--- config.mk ---
export PLATFORM = sky130hd
export DESIGN_NAME = n_term_single2_probe
export DESIGN_NICKNAME = d
export VERILOG_FILES = /design/src/rtl/n_term_probe_pkg.sv /design/src/rtl/n_term_single2_probe_scan_ctrl.sv /design/src/rtl/n_term_single2_probe.sv
export SDC_FILE = /design/constraint.sdc
export NUM_CORES = 1
export LEC_CHECK = 0
export CAP_MARGIN = 20
export CORE_MARGIN = 2
export CORE_UTILIZATION = 45
export CTS_CLUSTER_DIAMETER = 60
export CTS_CLUSTER_SIZE = 8
export DETAILED_ROUTE_END_ITERATION = 7
export GPL_TIMING_DRIVEN = 0
export PLACE_DENSITY = 0.72
export SYNTH_ARGS = -nofsm -noshare
export SYNTH_HDL_FRONTEND = slang
export SYNTH_SLANG_ARGS = --single-unit
export TNS_END_PERCENT = 30
--- constraint.sdc ---
create_clock -name UserCLK -period 5.6 [get_ports UserCLK]
set_input_delay 0.84 -clock UserCLK [delete_from_list [all_inputs] [get_ports UserCLK]]
set_output_delay 0.84 -clock UserCLK [all_outputs]
set_load 0.01 [all_outputs]
--- src/rtl/n_term_probe_pkg.sv ---
// Shared constants, state encoding and loopback mapping for the single2 north-edge probe tile.
package n_term_probe_pkg;
  localparam int PROBE_W = 52;
  localparam int CNT_W   = 6;

  localparam int N1_LO  = 0;
  localparam int N2M_LO = 4;
  localparam int N2E_LO = 12;
  localparam int N4_LO  = 20;
  localparam int NN4_LO = 36;

  typedef enum logic [1:0] {IDLE, CAPTURE, SHIFT, DONE} probe_state_e;

  // Bit order is reversed inside each wire group, never across groups.
  function automatic logic [PROBE_W-1:0] loopback(input logic [PROBE_W-1:0] raw);
    logic [PROBE_W-1:0] o;
    o = '0;
    for (int i = 0; i < 4; i++)  o[N1_LO+i]  = raw[N1_LO+3-i];
    for (int i = 0; i < 8; i++)  o[N2M_LO+i] = raw[N2M_LO+7-i];
    for (int i = 0; i < 8; i++)  o[N2E_LO+i] = raw[N2E_LO+7-i];
    for (int i = 0; i < 16; i++) o[N4_LO+i]  = raw[N4_LO+15-i];
    for (int i = 0; i < 16; i++) o[NN4_LO+i] = raw[NN4_LO+15-i];
    return o;
  endfunction
endpackage

--- src/rtl/n_term_single2_probe_scan_ctrl.sv ---
// Probe scan controller: capture/shift FSM, shift counter, scan register and override image.
module probe_scan_ctrl
  import n_term_probe_pkg::*;
(
  input  logic               clk,
  input  logic               rst,
  input  logic               cap_start,
  input  logic               shift_en,
  input  logic               scan_in,
  input  logic               inj_apply,
  input  logic               inj_clear,
  input  logic [PROBE_W-1:0] cap_data,
  output logic               scan_out,
  output logic               busy,
  output logic               done,
  output logic               ovr_active,
  output logic [PROBE_W-1:0] ovr
);
  localparam logic [CNT_W-1:0] CNT_LAST = CNT_W'(PROBE_W - 1);

  probe_state_e       state, state_nxt;
  logic [PROBE_W-1:0] sr, sr_nxt, ovr_nxt, sh;
  logic [CNT_W-1:0]   cnt, cnt_nxt;
  logic               act_nxt;

  always_ff @(posedge clk or posedge rst) begin
    if (rst) begin
      state      <= IDLE;
      sr         <= '0;
      ovr        <= '0;
      cnt        <= '0;
      ovr_active <= 1'b0;
    end else begin
      state      <= state_nxt;
      sr         <= sr_nxt;
      ovr        <= ovr_nxt;
      cnt        <= cnt_nxt;
      ovr_active <= act_nxt;
    end
  end

  assign sh = {scan_in, sr[PROBE_W-1:1]};

  always_comb begin
    state_nxt = state;
    sr_nxt    = sr;
    ovr_nxt   = ovr;
    cnt_nxt   = cnt;
    act_nxt   = ovr_active;
    case (state)
      IDLE: begin
        // Idle shifting lets an override image be loaded without a capture.
        if (shift_en) sr_nxt = sh;
        if (cap_start) state_nxt = CAPTURE;
        else if (inj_apply) begin
          ovr_nxt = sr;
          act_nxt = 1'b1;
        end
      end
      CAPTURE: begin
        sr_nxt    = cap_data;
        cnt_nxt   = '0;
        state_nxt = SHIFT;
      end
      SHIFT: begin
        if (shift_en) begin
          sr_nxt = sh;
          if (cnt == CNT_LAST) state_nxt = DONE;
          else                 cnt_nxt   = cnt + 1'b1;
        end
      end
      DONE:    state_nxt = IDLE;
      default: state_nxt = IDLE;
    endcase
    if (inj_clear) act_nxt = 1'b0;
  end

  assign scan_out = sr[0];
  assign busy     = (state == CAPTURE) || (state == SHIFT);
  assign done     = (state == DONE);
endmodule

--- src/rtl/n_term_single2_probe.sv ---
// North-edge termination for single2: loops north wire groups back south, with scan probe and override.
module n_term_single2_probe
  import n_term_probe_pkg::*;
#(
  parameter int PIPE = 1
) (
  input  logic        UserCLK,
  input  logic        rst,
  input  logic [3:0]  N1END,
  input  logic [7:0]  N2MID,
  input  logic [7:0]  N2END,
  input  logic [15:0] N4END,
  input  logic [15:0] NN4END,
  output logic [3:0]  S1BEG,
  output logic [7:0]  S2BEG,
  output logic [7:0]  S2BEGb,
  output logic [15:0] S4BEG,
  output logic [15:0] SS4BEG,
  input  logic        cap_start,
  input  logic        shift_en,
  input  logic        scan_in,
  output logic        scan_out,
  input  logic        inj_apply,
  input  logic        inj_clear,
  output logic        busy,
  output logic        done,
  output logic        ovr_active
);
  logic [PROBE_W-1:0] raw, ovr, out_d, out_q;

  assign raw = {NN4END, N4END, N2END, N2MID, N1END};

  probe_scan_ctrl u_ctrl (
    .clk       (UserCLK),
    .rst       (rst),
    .cap_start (cap_start),
    .shift_en  (shift_en),
    .scan_in   (scan_in),
    .inj_apply (inj_apply),
    .inj_clear (inj_clear),
    .cap_data  (raw),
    .scan_out  (scan_out),
    .busy      (busy),
    .done      (done),
    .ovr_active(ovr_active),
    .ovr       (ovr)
  );

  // Override slices drive outputs as-is; only the loopback path reverses.
  assign out_d = ovr_active ? ovr : loopback(raw);

  generate
    if (PIPE != 0) begin : g_pipe
      always_ff @(posedge UserCLK or posedge rst) begin
        if (rst) out_q <= '0;
        else     out_q <= out_d;
      end
    end else begin : g_comb
      assign out_q = out_d;
    end
  endgenerate

  assign S1BEG  = out_q[N1_LO  +: 4];
  assign S2BEG  = out_q[N2M_LO +: 8];
  assign S2BEGb = out_q[N2E_LO +: 8];
  assign S4BEG  = out_q[N4_LO  +: 16];
  assign SS4BEG = out_q[NN4_LO +: 16];
endmodule

**Word-level counts from Yosys, hierarchy flattened**

Index checks and enable logic that the tools add are counted.

- Register bits after elaboration: 165
- Bits in latches: 0
- RAM bits: 0
- Bits in read-only memories: 0
- Input bits: 59
- Output and inout bits: 56
- Word-level logic and storage cells: 44
- Memories: 0

- Add/subtract/negate cells: 1
- $mul: 0
- Div/mod/pow operators: 0
- $lt $le $gt $ge: 0
- Equal/unequal tests: 10
- Shift-type cells: 0
- Mux-type cells: 14
- Bitwise gates (word level): 1
- Reduce and logical (&&, ||, !) cells: 12

Operators with widths:

| operator | count |
|---|---|
| 2-to-1 mux 52 bit | 2 |
| one-hot mux 52 bit (2 select lines) | 1 |
| 2-to-1 mux 6 bit | 2 |
| one-hot mux 6 bit (2 select lines) | 1 |
| AND reduction 3 bit | 4 |
| one-hot mux 2 bit (4 select lines) | 1 |
| nonzero test 2 bit | 4 |
| adder 6 x 1 -> 6 bit (second input constant) | 1 |
| == test 6 bit (second input constant) | 1 |
| 2-to-1 mux 2 bit | 3 |
| inequality test 2 x 1 -> 1 bit (second input constant) | 3 |
| inequality test 2 bit (second input constant) | 3 |
| == test 2 bit (second input constant) | 2 |
| 2-to-1 mux 1 bit | 4 |
| == test 2 x 1 -> 1 bit (second input constant) | 1 |
| zero test 2 bit | 1 |
| AND reduction 2 bit | 1 |
| OR reduction 2 bit | 1 |
| logical OR 1 bit | 1 |
| inverter 1 bit | 1 |

**Logic depth before layout (Yosys ltp)**

- Depth after elaboration: 4
- Gate-level depth with buffers: 8

**Hierarchy**

From an unflattened synthesis, not the netlist that was laid out.

- Cells, all modules: 502
- Area, all modules: 7035.5 µm²

By module, submodules not included:

| module | instances | cells each | area each (µm²) |
|---|---|---|---|
| probe_scan_ctrl | 1 | 391 | 4845.9 |
| n_term_single2_probe | 1 | 111 | 2189.6 |

**Worst setup path after synthesis**

Ideal clock, no wire load.

- Kind: input port to flip-flop
- Start point: in cap_start
- End point: reg u_ctrl.ovr[10]
- Data arrival time: 1.613 ns
- Data required time: 5.472 ns
- Slack: 3.859 ns
- Stages: 3
- Path buffers: 1
- Cell sequence: nand3b_2 > buf_2 > mux2_1

- Longest elaborated chain between the ends: 2

Ends and longest elaborated chain:

| what | RTL line | RTL |
|---|---|---|
| start, declared | n_term_single2_probe.sv:19 | `input logic cap_start,` |
| inverter 1 bit (no source line) | n/a |  |
| AND reduction 3 bit (no source line) | n/a |  |
| end signal, assigned | n_term_single2_probe_scan_ctrl.sv:36 | `ovr <= ovr_nxt;` |
| end, declared | n_term_single2_probe_scan_ctrl.sv:17 | `output logic [PROBE_W-1:0] ovr` |

No other way between the ends.
A chain may end at the register's enable or synchronous reset.

**Worst setup path in the final report**

- Start point: reg u_ctrl.state[0]
- End point: out busy

- Longest elaborated chain between the ends: 2
- Elaborated cells on any way between the ends: 3

Ends and longest elaborated chain:

| what | RTL line | RTL |
|---|---|---|
| start, declared | n_term_single2_probe_scan_ctrl.sv:21 | `probe_state_e state, state_nxt;` |
| start signal, assigned | n_term_single2_probe_scan_ctrl.sv:34 | `state <= state_nxt;` |
| == test 2 x 1 -> 1 bit or == test 2 bit (tied branches) | n_term_single2_probe_scan_ctrl.sv:79 | `assign busy = (state == CAPTURE) \|\| (state == SHIFT);` |
| logical OR 1 bit (*) | n_term_single2_probe_scan_ctrl.sv:79 |  |
| end, declared | n_term_single2_probe.sv:25 | `output logic busy,` |

Mark *: on every way between the ends. The rest lies on a longest branch, timed or not.

==> flow_summary.json <==
{
  "placed_cell_area_um2": 8190,
  "wl_per_cell_um": 17.7,
  "clkSinkCount": 165,
  "clock_latency_ns": 0.42,
  "drive_gt1_share_pct": 17.0,
  "num_vias": 4382,
  "nNetsFinal": 698,
  "leakagePower_nw": 4.03,
  "grt_pass1_wl_mm": 24.5,
  "worstPathMaxFanout": 3,
  "rows": 44,
  "cp_slowest_stage_delay_ns": 0.53,
  "r2r-start": "u_ctrl.state[0]$_DFFE_PP0P_",
  "status": "completed",
  "cts_tree": "yes",
  "endpoint_kind": "output port",
  "drt-pass1-iter-count": 4,
  "grt-ovfl-total": 0,
  "port_buffers": 114,
  "synthFlopType": "dfrtp_1",
  "start_util_pct": 46.3,
  "required_ns": 4.76,
  "grt_max_degree": 84,
  "cts_buffers": 17,
  "hpwl_mm": 9.94,
  "die_height_um": 127,
  "synth.ff_latch_count": 165,
  "arrival_ns": 1.73,
  "slew_headroom_pct": 61.4,
  "fin_skew_ns": 0.00598,
  "syn_area_um2": 6780,
  "syn_to_final_growth_pct": 30.1,
  "synth_top_area_share_pct": 60.9,
  "fmax_mhz": 389,
  "drcViolationCount": 0,
  "synth_async_sr_flop_share_pct": 100,
  "hold_start": "u_ctrl.ovr[17]$_DFFE_PP0P_",
  "grt_pass1_vias": 4707,
  "synth_nets": 564,
  "die_area_um2": 16100,
  "vias_per_cell": 5.27,
  "fin_hold_ws_ns": 0.487,
  "yosys_warnings": 0,
  "synth_edf_count": 0,
  "cts_buffer_depth": 2,
  "regArea_um2": 4130,
  "path_class": "reg2out",
  "core_um2": 14600,
  "postRouteAntennaNets": 0,
  "grt.total_usage_pct": 19.6,
  "root_buffer": "clkbuf_16",
  "cts-htree-levels": 4,
  "wl_mm": 14.7,
  "ys_top_cells_by_area": "dfrtp_1 61%, mux2_1 8.8%, mux2_2 8.6%, mux2i_1 8.0%, o21ai_1 4.0%",
  "ir_drop_mv": 0.233,
  "die_w_um": 127,
  "hold_buffers": 0,
  "finalCritPeriodShare_pct": 45.9,
  "path_clk_slew_ns": 0.06,
  "drt_iter0_drc": 194,
  "synth_top_cell_by_area": "dfrtp_1",
  "multi_input_area_um2": 2440,
  "powerDensity_nw_per_um2": 534,
  "synth_cell_types": 26,
  "r2r_setup_slack_ns": 3.42,
  "rsz0062_at_grt": "no",
  "setup_viol": 0,
  "hold_viol_final": 0,
  "finalCriticalPeriod_ns": 2.57,
  "hold_class": "reg2reg",
  "fin_area_um2": 8820,
  "crit_slowest_cell": "clkdlybuf4s50_1",
  "ctsResizeCount": 0,
  "final_max_slew_viol_count": 0,
  "io_pins": 115,
  "worstMarginPinSlew_ns": 0.579,
  "cp_cell_sequence": "inv_1, ha_1, clkdlybuf4s50_1",
  "cp-startpoint": "u_ctrl.state[0]$_DFFE_PP0P_",
  "avgSynthCellArea_um2": 13.6,
  "fillers": 1168,
  "crit_path_start_kind": "flop",
  "gp_congestion": 0.780,
  "maxCapViolCount": 0,
  "num_antenna_cells": 0,
  "syn_inst": 500,
  "ys_seq_area_share_pct": 60.9,
  "grt_antenna_before_repair": 0,
  "cts_setup_buffers": 0
}
logic make-up (layout without fill, tap and decap cells):
logic type | count (synthesis) | count (layout) | synth area share (%)
flops | 165 | 165 | 60.9
fa+ha+maj | 5 | 5 | 0.923
compound gates | 68 | 68 | 5.13
buf+inv | 37 | 184 | 3.06
mux | 160 | 160 | 25.7
simple gates | 65 | 65 | 4.23
cells in the final DEF, fill, tap and decap left out:
cell	instances
nand3b_2	1
nand4_1	3
inv_8	1
mux2i_4	1
mux2_2	52
buf_6	6
clkbuf_8	4
clkbuf_16	17
nand3_1	2
inv_1	7
bufinv_16	4
a21oi_1	4
a41o_1	1
mux2i_1	54
nor2_8	1
mux2_1	53
inv_2	1
and4_1	1
nor2_1	2
buf_2	16
ha_1	5
clkinvlp_4	2
clkinv_2	2
dfrtp_1	165
o21ai_0	7
clkbuf_1	8
nand2_1	54
nor3b_1	1
a31oi_1	1
buf_16	1
o22ai_1	1
clkdlybuf4s50_1	114
buf_4	1
o21ai_1	54
area by class of cell:
cell class / instances / area share [%]
Sequential cell: 165 / 46.8
Buffer: 28 / 1.97
Multi-Input combinational cell: 298 / 27.7
Tap cell: 184 / 2.61
Inverter: 9 / 0.468
Timing Repair Buffer: 115 / 13.2
Clock inverter: 8 / 1.65
Clock buffer: 24 / 5.57
worst paths after layout:
path | endpoint | cells past startpoint
min | u_ctrl.ovr[17]$_DFFE_PP0P_ | 1
max | busy | 3
min in group asynchronous | out_q[8]$_DFF_PP0_ | 2
min reg2reg | u_ctrl.ovr[17]$_DFFE_PP0P_ | 1
max in group asynchronous | u_ctrl.sr[32]$_DFFE_PP0P_ | 3
max reg2reg | u_ctrl.sr[39]$_DFFE_PP0P_ | 6
registers in the layout, indices dropped and copies added (netlist names):
name,cells
out_q,52
u_ctrl.cnt,6
u_ctrl.ovr,52
u_ctrl.ovr_active,1
u_ctrl.sr,52
u_ctrl.state,2
metrics by stage:
| stage | total power, W | worst slack (ns) | std cells | setup TNS, ns | utilization, % |
|---|---|---|---|---|---|
| after CTS | 0.00475 | 3.01 | 831 | 0 | 60.2 |
| final | 0.00471 | 3.03 | 831 | 0 | 60.2 |
| after global routing | 0.00501 | 2.98 | 831 | 0 | 60.2 |
| after floorplan | 0.00295 | 0.298 | 500 | 0 | - |
| after detailed placement | 0.00349 | 3.10 | 799 | 0 | 55.9 |
| after global placement | 0.00341 | -1.81 | 798 | -297.49 | 55.7 |
worst max-delay path: cells and delay by family, from the launching register on:
kind,cells,cell delay (ns)
fa+ha+maj,1,0.30
flops,1,0.39
buf+inv,2,0.63
Yosys cell counts, types with 2 or more instances:
cell / n
a21oi_1: 4
buf_2: 16
buf_6: 6
clkbuf_1: 5
dfrtp_1: 165
ha_1: 5
inv_1: 8
mux2_1: 53
mux2_2: 52
mux2i_1: 54
nand2_1: 54
nand3_1: 2
nand4_1: 3
nor2_1: 2
o21ai_0: 7
o21ai_1: 54
layer usage:
metal / vias to the layer above / track usage, % / routed length (um)
li1: 2011 / - / -
met1: 2202 / 25.3 / 6480
met2: 137 / 32.2 / 7210
met3: 32 / 4.89 / 766
met4: 0 / 7.37 / 271
met5: - / 0 / 0
power breakdown:
group          total [W]  internal, W  switching, W
clock network    0.00125     0.000793      0.000456
logic            0.00160     0.000774      0.000827
registers        0.00186      0.00162      0.000241
total            0.00471      0.00318       0.00152
Power figures use the tool's default switching activity.
